## config.mk

```make
export PLATFORM = sky130hd
export DESIGN_NAME = bram_burst_reader
export DESIGN_NICKNAME = d
export VERILOG_FILES = /design/src/rtl/bram_burst_reader_pkg.sv /design/src/rtl/bram_burst_reader_fifo.sv /design/src/rtl/bram_burst_reader.sv
export SDC_FILE = /design/constraint.sdc
export NUM_CORES = 1
export LEC_CHECK = 0
export CORE_MARGIN = 2
export CORE_UTILIZATION = 59
export CTS_BUF_LIST = sky130_fd_sc_hd__clkbuf_4 sky130_fd_sc_hd__clkbuf_8 sky130_fd_sc_hd__clkbuf_16
export CTS_CLUSTER_SIZE = 20
export DETAILED_ROUTE_END_ITERATION = 10
export GPL_ROUTABILITY_DRIVEN = 0
export MAX_ROUTING_LAYER = met4
export PLACE_DENSITY = 0.9
export REMOVE_ABC_BUFFERS = 1
export SETUP_SLACK_MARGIN = 0.3
export SLEW_MARGIN = 20
export SYNTH_ARGS = -nofsm -noshare
export SYNTH_HDL_FRONTEND = slang
export SYNTH_HIERARCHICAL = 1
export SYNTH_SLANG_ARGS = --single-unit
```

## constraint.sdc

```tcl
create_clock -name clk -period 15.8 [get_ports clk]
set_input_delay 3.16 -clock clk [delete_from_list [all_inputs] [get_ports clk]]
set_output_delay 3.16 -clock clk [all_outputs]
set_load 0.005 [all_outputs]
```

## src/rtl/bram_burst_reader_pkg.sv

```systemverilog
// Shared types and elaboration helpers for the BRAM burst reader.
// Latency: none (package only).
// Backpressure: none (package only).
package bram_burst_reader_pkg;

  typedef enum logic [1:0] {IDLE, READ, DRAIN} state_t;

  // Ceiling log2; clog2(1) is 0.
  function automatic int clog2(input int value);
    int result = 0;
    int v = value - 1;
    while (v > 0) begin
      result++;
      v = v >> 1;
    end
    return result;
  endfunction

  // Read latency of the attached RAM for a given performance mode.
  function automatic int ramLatency(input string perf);
    return (perf == "HIGH_PERFORMANCE") ? 3 : 1;
  endfunction

endpackage

```

## src/rtl/bram_burst_reader_fifo.sv

```systemverilog
// Register FIFO holding returned RAM words together with their last-beat flag.
// Latency: a word written in cycle N appears on rdDat in cycle N+1 (no fall-through).
// Backpressure: writer must respect count (credit source); rdVld holds until rdRdy.
module bram_burst_reader_fifo
  import bram_burst_reader_pkg::*;
#(
  parameter int C_WIDTH = 65,
  parameter int C_DEPTH = 4,
  localparam int CW = clog2(C_DEPTH + 1)
) (
  input  logic               clk,
  input  logic               rst_n,
  input  logic               wrVld,
  input  logic [C_WIDTH-1:0] wrDat,
  output logic               rdVld,
  input  logic               rdRdy,
  output logic [C_WIDTH-1:0] rdDat,
  output logic [CW-1:0]      count
);

  localparam int PW = (clog2(C_DEPTH) < 1) ? 1 : clog2(C_DEPTH);

  logic [C_WIDTH-1:0] mem [C_DEPTH];
  logic [PW-1:0]      wrPtr;
  logic [PW-1:0]      rdPtr;
  logic               doWr;
  logic               doRd;

  function automatic logic [PW-1:0] bump(input logic [PW-1:0] p);
    return (p == PW'(C_DEPTH - 1)) ? '0 : p + 1'b1;
  endfunction

  assign rdVld = (count != '0);
  assign rdDat = mem[rdPtr];
  assign doRd  = rdVld & rdRdy;
  assign doWr  = wrVld & ((count != CW'(C_DEPTH)) | doRd);

  // Storage, pointers and occupancy; storage is cleared so outputs read zero after reset.
  always_ff @(posedge clk) begin
    if (!rst_n) begin
      wrPtr <= '0;
      rdPtr <= '0;
      count <= '0;
      for (int i = 0; i < C_DEPTH; i++) mem[i] <= '0;
    end else begin
      if (doWr) begin
        mem[wrPtr] <= wrDat;
        wrPtr      <= bump(wrPtr);
      end
      if (doRd) rdPtr <= bump(rdPtr);
      count <= count + CW'(doWr) - CW'(doRd);
    end
  end

endmodule

```

## src/rtl/bram_burst_reader.sv

```systemverilog
// Burst read controller driving one port of a no-change BRAM, streaming words out.
// Latency: command in T, first read T+1, first beat T+2+L; one beat per cycle when unthrottled.
// Backpressure: reads issue only while in-flight + buffered < FIFO depth, so no word is lost.
module bram_burst_reader
  import bram_burst_reader_pkg::*;
#(
  parameter int    C_RAM_WIDTH  = 64,
  parameter int    C_RAM_DEPTH  = 512,
  parameter string C_RAM_PERF   = "LOW_LATENCY",
  parameter int    C_FIFO_DEPTH = 4,
  localparam int   AW = clog2(C_RAM_DEPTH)
) (
  input  logic                   clk,
  input  logic                   rst_n,
  input  logic                   cmd_valid,
  output logic                   cmd_ready,
  input  logic [AW-1:0]          cmd_addr,
  input  logic [AW:0]            cmd_len,
  output logic [AW-1:0]          ram_addr,
  output logic                   ram_rden,
  input  logic [C_RAM_WIDTH-1:0] ram_dout,
  output logic                   m_valid,
  input  logic                   m_ready,
  output logic [C_RAM_WIDTH-1:0] m_data,
  output logic                   m_last,
  output logic                   busy,
  output logic                   done
);

  localparam int L  = ramLatency(C_RAM_PERF);
  localparam int CW = clog2(C_FIFO_DEPTH + 1);
  localparam int OW = clog2(C_FIFO_DEPTH + L + 1);

  // The FIFO must absorb every read already in the RAM pipeline plus one.
  if (C_FIFO_DEPTH < L + 1) begin : gBadDepth
    $error("bram_burst_reader: C_FIFO_DEPTH must be at least read latency + 1");
  end

  state_t               state;
  state_t               stateNext;
  logic [AW-1:0]        addrCnt;
  logic [AW:0]          remCnt;
  logic [L-1:0]         vldSr;
  logic [L-1:0]         lastSr;
  logic [CW-1:0]        fifoCount;
  logic [OW-1:0]        outstanding;
  logic [C_RAM_WIDTH:0] fifoRdDat;
  logic                 accept;
  logic                 issue;
  logic                 lastHs;
  logic                 doneR;

  assign outstanding = OW'($countones(vldSr)) + OW'(fifoCount);
  assign lastHs      = m_valid & m_ready & m_last;
  assign ram_addr    = addrCnt;
  assign ram_rden    = busy;
  assign done        = doneR;
  assign m_data      = fifoRdDat[C_RAM_WIDTH-1:0];
  assign m_last      = fifoRdDat[C_RAM_WIDTH];

  // Next state, command handshake and credit-gated read issue.
  always_comb begin
    stateNext = state;
    accept    = 1'b0;
    issue     = 1'b0;
    cmd_ready = 1'b0;
    busy      = 1'b1;
    case (state)
      IDLE: begin
        busy      = 1'b0;
        cmd_ready = 1'b1;
        if (cmd_valid) begin
          accept = 1'b1;
          if (cmd_len != '0) stateNext = READ;
        end
      end
      READ: begin
        issue = (remCnt != '0) && (outstanding < OW'(C_FIFO_DEPTH));
        if (issue && remCnt == (AW+1)'(1)) stateNext = DRAIN;
      end
      DRAIN: begin
        if (lastHs) stateNext = IDLE;
      end
      default: stateNext = IDLE;
    endcase
  end

  // State register and the one-cycle completion pulse.
  always_ff @(posedge clk) begin
    if (!rst_n) begin
      state <= IDLE;
      doneR <= 1'b0;
    end else begin
      state <= stateNext;
      doneR <= (accept && cmd_len == '0) || (state == DRAIN && lastHs);
    end
  end

  // Address counter wraps at the top of the RAM; remaining count tracks reads left to issue.
  always_ff @(posedge clk) begin
    if (!rst_n) begin
      addrCnt <= '0;
      remCnt  <= '0;
    end else if (accept) begin
      addrCnt <= cmd_addr;
      remCnt  <= cmd_len;
    end else if (issue) begin
      addrCnt <= (addrCnt == AW'(C_RAM_DEPTH - 1)) ? '0 : addrCnt + 1'b1;
      remCnt  <= remCnt - 1'b1;
    end
  end

  // Shadow the RAM pipeline so only cycles that issued a read are captured, with their last tag.
  always_ff @(posedge clk) begin
    if (!rst_n) begin
      vldSr  <= '0;
      lastSr <= '0;
    end else begin
      vldSr[0]  <= issue;
      lastSr[0] <= issue && (remCnt == (AW+1)'(1));
      for (int i = 1; i < L; i++) begin
        vldSr[i]  <= vldSr[i-1];
        lastSr[i] <= lastSr[i-1];
      end
    end
  end

  bram_burst_reader_fifo #(
    .C_WIDTH (C_RAM_WIDTH + 1),
    .C_DEPTH (C_FIFO_DEPTH)
  ) uFifo (
    .clk   (clk),
    .rst_n (rst_n),
    .wrVld (vldSr[L-1]),
    .wrDat ({lastSr[L-1], ram_dout}),
    .rdVld (m_valid),
    .rdRdy (m_ready),
    .rdDat (fifoRdDat),
    .count (fifoCount)
  );

endmodule

```

==> run summary <==
outcome = finished, final reports clean
Initial Util = 60.4%
Slew Viols, Final = 0
Tmin final = 6.31 ns
Max Clock Freq = 158 MHz
Comb pwr share = 17.8%
Syn Area/Cell = 15.6 µm²
Post-DP Area = 14900 µm²
Area Overhead vs Synth = 20.4%
Post-Route WL = 28400 µm
Reg2Reg Capture Point = uFifo/count[2]
TNS Setup = 0 ns
Clock H-tree levels = 1
DRC viols = 0
CTS clk-pin slew, worst paths = 0.06 ns
P per Cell Area = 126 nW/µm²
crit path capture type = primary output
initial drt markers = 688
CP Launch Type = flip-flop
TritonCTS clock tree = built
die width = 154 µm
Clock power frac = 35.1%
path type of the worst min-delay path = reg2reg
part of the power in registers = 47.1%
I/O pins = 166
sw frac = 24.0%
Max-Cap Viols = 0
net count reported at finish = 1097
VDD IR max = 0.0693 mV
clock latency on the worst-skew pair = 0.55 ns
CP max stage cell = dfxtp_4
hpwl dp = 16300 µm
Avg Vias per Cell = 5.89
mapped cell area = 13200 µm²
Post-CTS Setup Inserts = 0
synth cell count leaders = 260 x edfxtp_1, 254 x and2_1, 65 x mux4_2
Die Span Y = 154 µm
Final setup viols = 0
number of global-route vias before repair = 7975
Mapped Cells = 850
#FFs+latches synth = 293
fraction of registers with async set/reset = 0%
Total GRT Usage = 25.1%
top-count cell post-synth = edfxtp_1
Overflow after GRT = 0
NetSw = 0.481 mW
wire per inst = 21.7 µm
maximum single-stage delay on the critical path = 0.78 ns
Worst setup endpoint = m_data[60]
wire length of the first global-routing pass = 44800 µm
Max transition margin = 29.7%
post-synthesis cell type count = 62
final hold violations = 0
largest net degree at the start of global routing = 66
hold-fix buffers at CTS = 0
layout cells sized above 1 = 14.7%
Bufs on Longest Clock Path = 3
1st-pass router iterations = 5
worst reg2reg path startpoint = uFifo/count[2]
worst path arrival time = 3.15 ns
sequential area share after synthesis = 64.1%
CP Cell Sequence = buf_4 -> mux4_2 -> clkdlybuf4s50_1
cell taking the most area after synthesis = edfxtp_1
post-route cell area = 15900 µm²
final worst setup slack = 9.49 ns
vias after detailed routing = 7683
Crit path required time = 12.64 ns
Final Skew = 0.0229 ns
antenna violations before repair = 1
Least-Margin Pin Slew = 1.06 ns
Top FF cell, synth = edfxtp_1
Ys Warns = 6
R2R setup slack = 12.95 ns
fin crit share = 39.9%
row count = 54
Int Pwr = 1.52 mW
port bufs = 165
CTS sink count = 293
Yosys top cell area share = 59.1%
Root Driver = clkbuf_16
PostCTS Resize Cnt = 0
Place WS = 9.66 ns
ANT nets after route = 0
top cells by area, synth = edfxtp_1 59%, and2_1 12%, mux4_2 11%
Crit Path Class = reg2out
die area = 23600 µm²
Leak = 5.69 nW
Num CTS Buffers = 29
worst-path maximum fanout = 33
R2R cell count = 10
RSZ-0062 raised after global routing = false
number of flops mapped to enable cells by yosys = 260
Core Box Area = 21900 µm²
state kept, by name, indices dropped and copies added (netlist names), 2 cells and up, named ones only:
name         flops
ram_addr         9
uFifo/wrPtr      2
remCnt          10
uFifo/mem      260
uFifo/count      3
state            2
uFifo/rdPtr      2
final cells by class:
cell class	instances	area [µm²]
fill	1339	5970
sequential	293	8480
antenna	1	2.50
clock inverter	21	194
multi-input combinational	495	4350
clock buffer	33	808
timing repair buffer	172	1700
tap	280	350
inverter	10	37.5
power groups by stage:
stage | Clock, mW | Sequential [mW] | Combinational (mW)
global route | 0.745 | 0.953 | 0.384
CTS | 0.714 | 0.946 | 0.361
detailed placement | 0 | 0.961 | 0.357
finish | 0.705 | 0.944 | 0.356
floorplan | 0 | 0.955 | 0.180
global placement | 0 | 0.957 | 0.350
cells by family (layout without fill, tap and decap cells):
kind of cell	Yosys count	in the layout	share of synthesized area [%]
and+or+nand+nor	351	351	16.7
DFF	293	293	64.1
muxes	69	69	11.4
buffers and inverters	62	236	3.54
AOI/OAI and AO/OA	55	55	2.72
xor gates and xnor gates	11	11	0.729
adders and majority gates	9	9	0.909
other	0	1	0
metal layers:
metal	vias up	GRT usage (%)	share of wire, %
met5	-	-	0
li1	3459	-	-
met2	345	42.1	52
met4	0	5.59	1.5
met1	3842	32.6	39
met3	37	4.14	7.6
critical path: cells and delay by family, from the launching register on:
family,cells,cell delay [ns]
buffers and inverters,2,1.15
DFF,1,0.78
muxes,1,0.66
placed cells by master, fill, tap and decap left out, types with 3 or more instances in the layout:
cell type / synthesis / final
nand4_1: 5 / 5
or3_1: 3 / 3
xor2_1: 7 / 7
nor4b_4: 1 / 3
and2_1: 254 / 254
nand2_1: 19 / 19
bufinv_16: 0 / 3
edfxtp_1: 260 / 260
clkinv_2: 0 / 4
clkinvlp_4: 0 / 3
nand3b_1: 3 / 3
dfxtp_1: 33 / 31
nor2_1: 10 / 10
mux4_2: 65 / 65
xnor2_1: 4 / 4
clkinv_1: 0 / 7
and2_2: 10 / 10
ha_1: 8 / 8
mux2i_1: 4 / 4
nor3_1: 4 / 4
clkdlybuf4s50_1: 0 / 165
a31oi_1: 7 / 7
nand2b_4: 0 / 3
nor4_1: 6 / 6
o21ai_0: 16 / 15
and3_1: 3 / 3
a21oi_1: 13 / 13
a32oi_1: 3 / 3
buf_4: 5 / 7
clkbuf_16: 0 / 32
inv_1: 10 / 10
nand3_1: 10 / 10
through the flow:
stage                     cells  hold slack [ns]  total power, mW  util [%]
final                      1305            0.510             2.00      72.7
after CTS                  1304            0.504             2.02      72.7
after global placement     1250            0.480             1.31      68.1
after detailed placement   1250            0.492             1.32      68.1
after global routing       1305            0.539             2.08      72.7
after floorplan             798            0.476             1.14         -
worst min-delay path by stage:
stage / from / endpoint / slack (ns) / cells past startpoint
5_1_grt: remCnt[6] / remCnt[6] / 0.54 / 2
6_report: ram_addr[8] / ram_addr[8] / 0.51 / 2
4_1_cts: ram_addr[8] / ram_addr[8] / 0.50 / 2
3_3_place_gp: uFifo/rdPtr[0] / flip-flop / 0.48 / 2
2_1_floorplan: uFifo/rdPtr[0] / flip-flop / 0.48 / 2
3_5_place_dp: ram_addr[8] / ram_addr[8] / 0.49 / 2
Note: power is estimated with default switching activity, not from simulation.
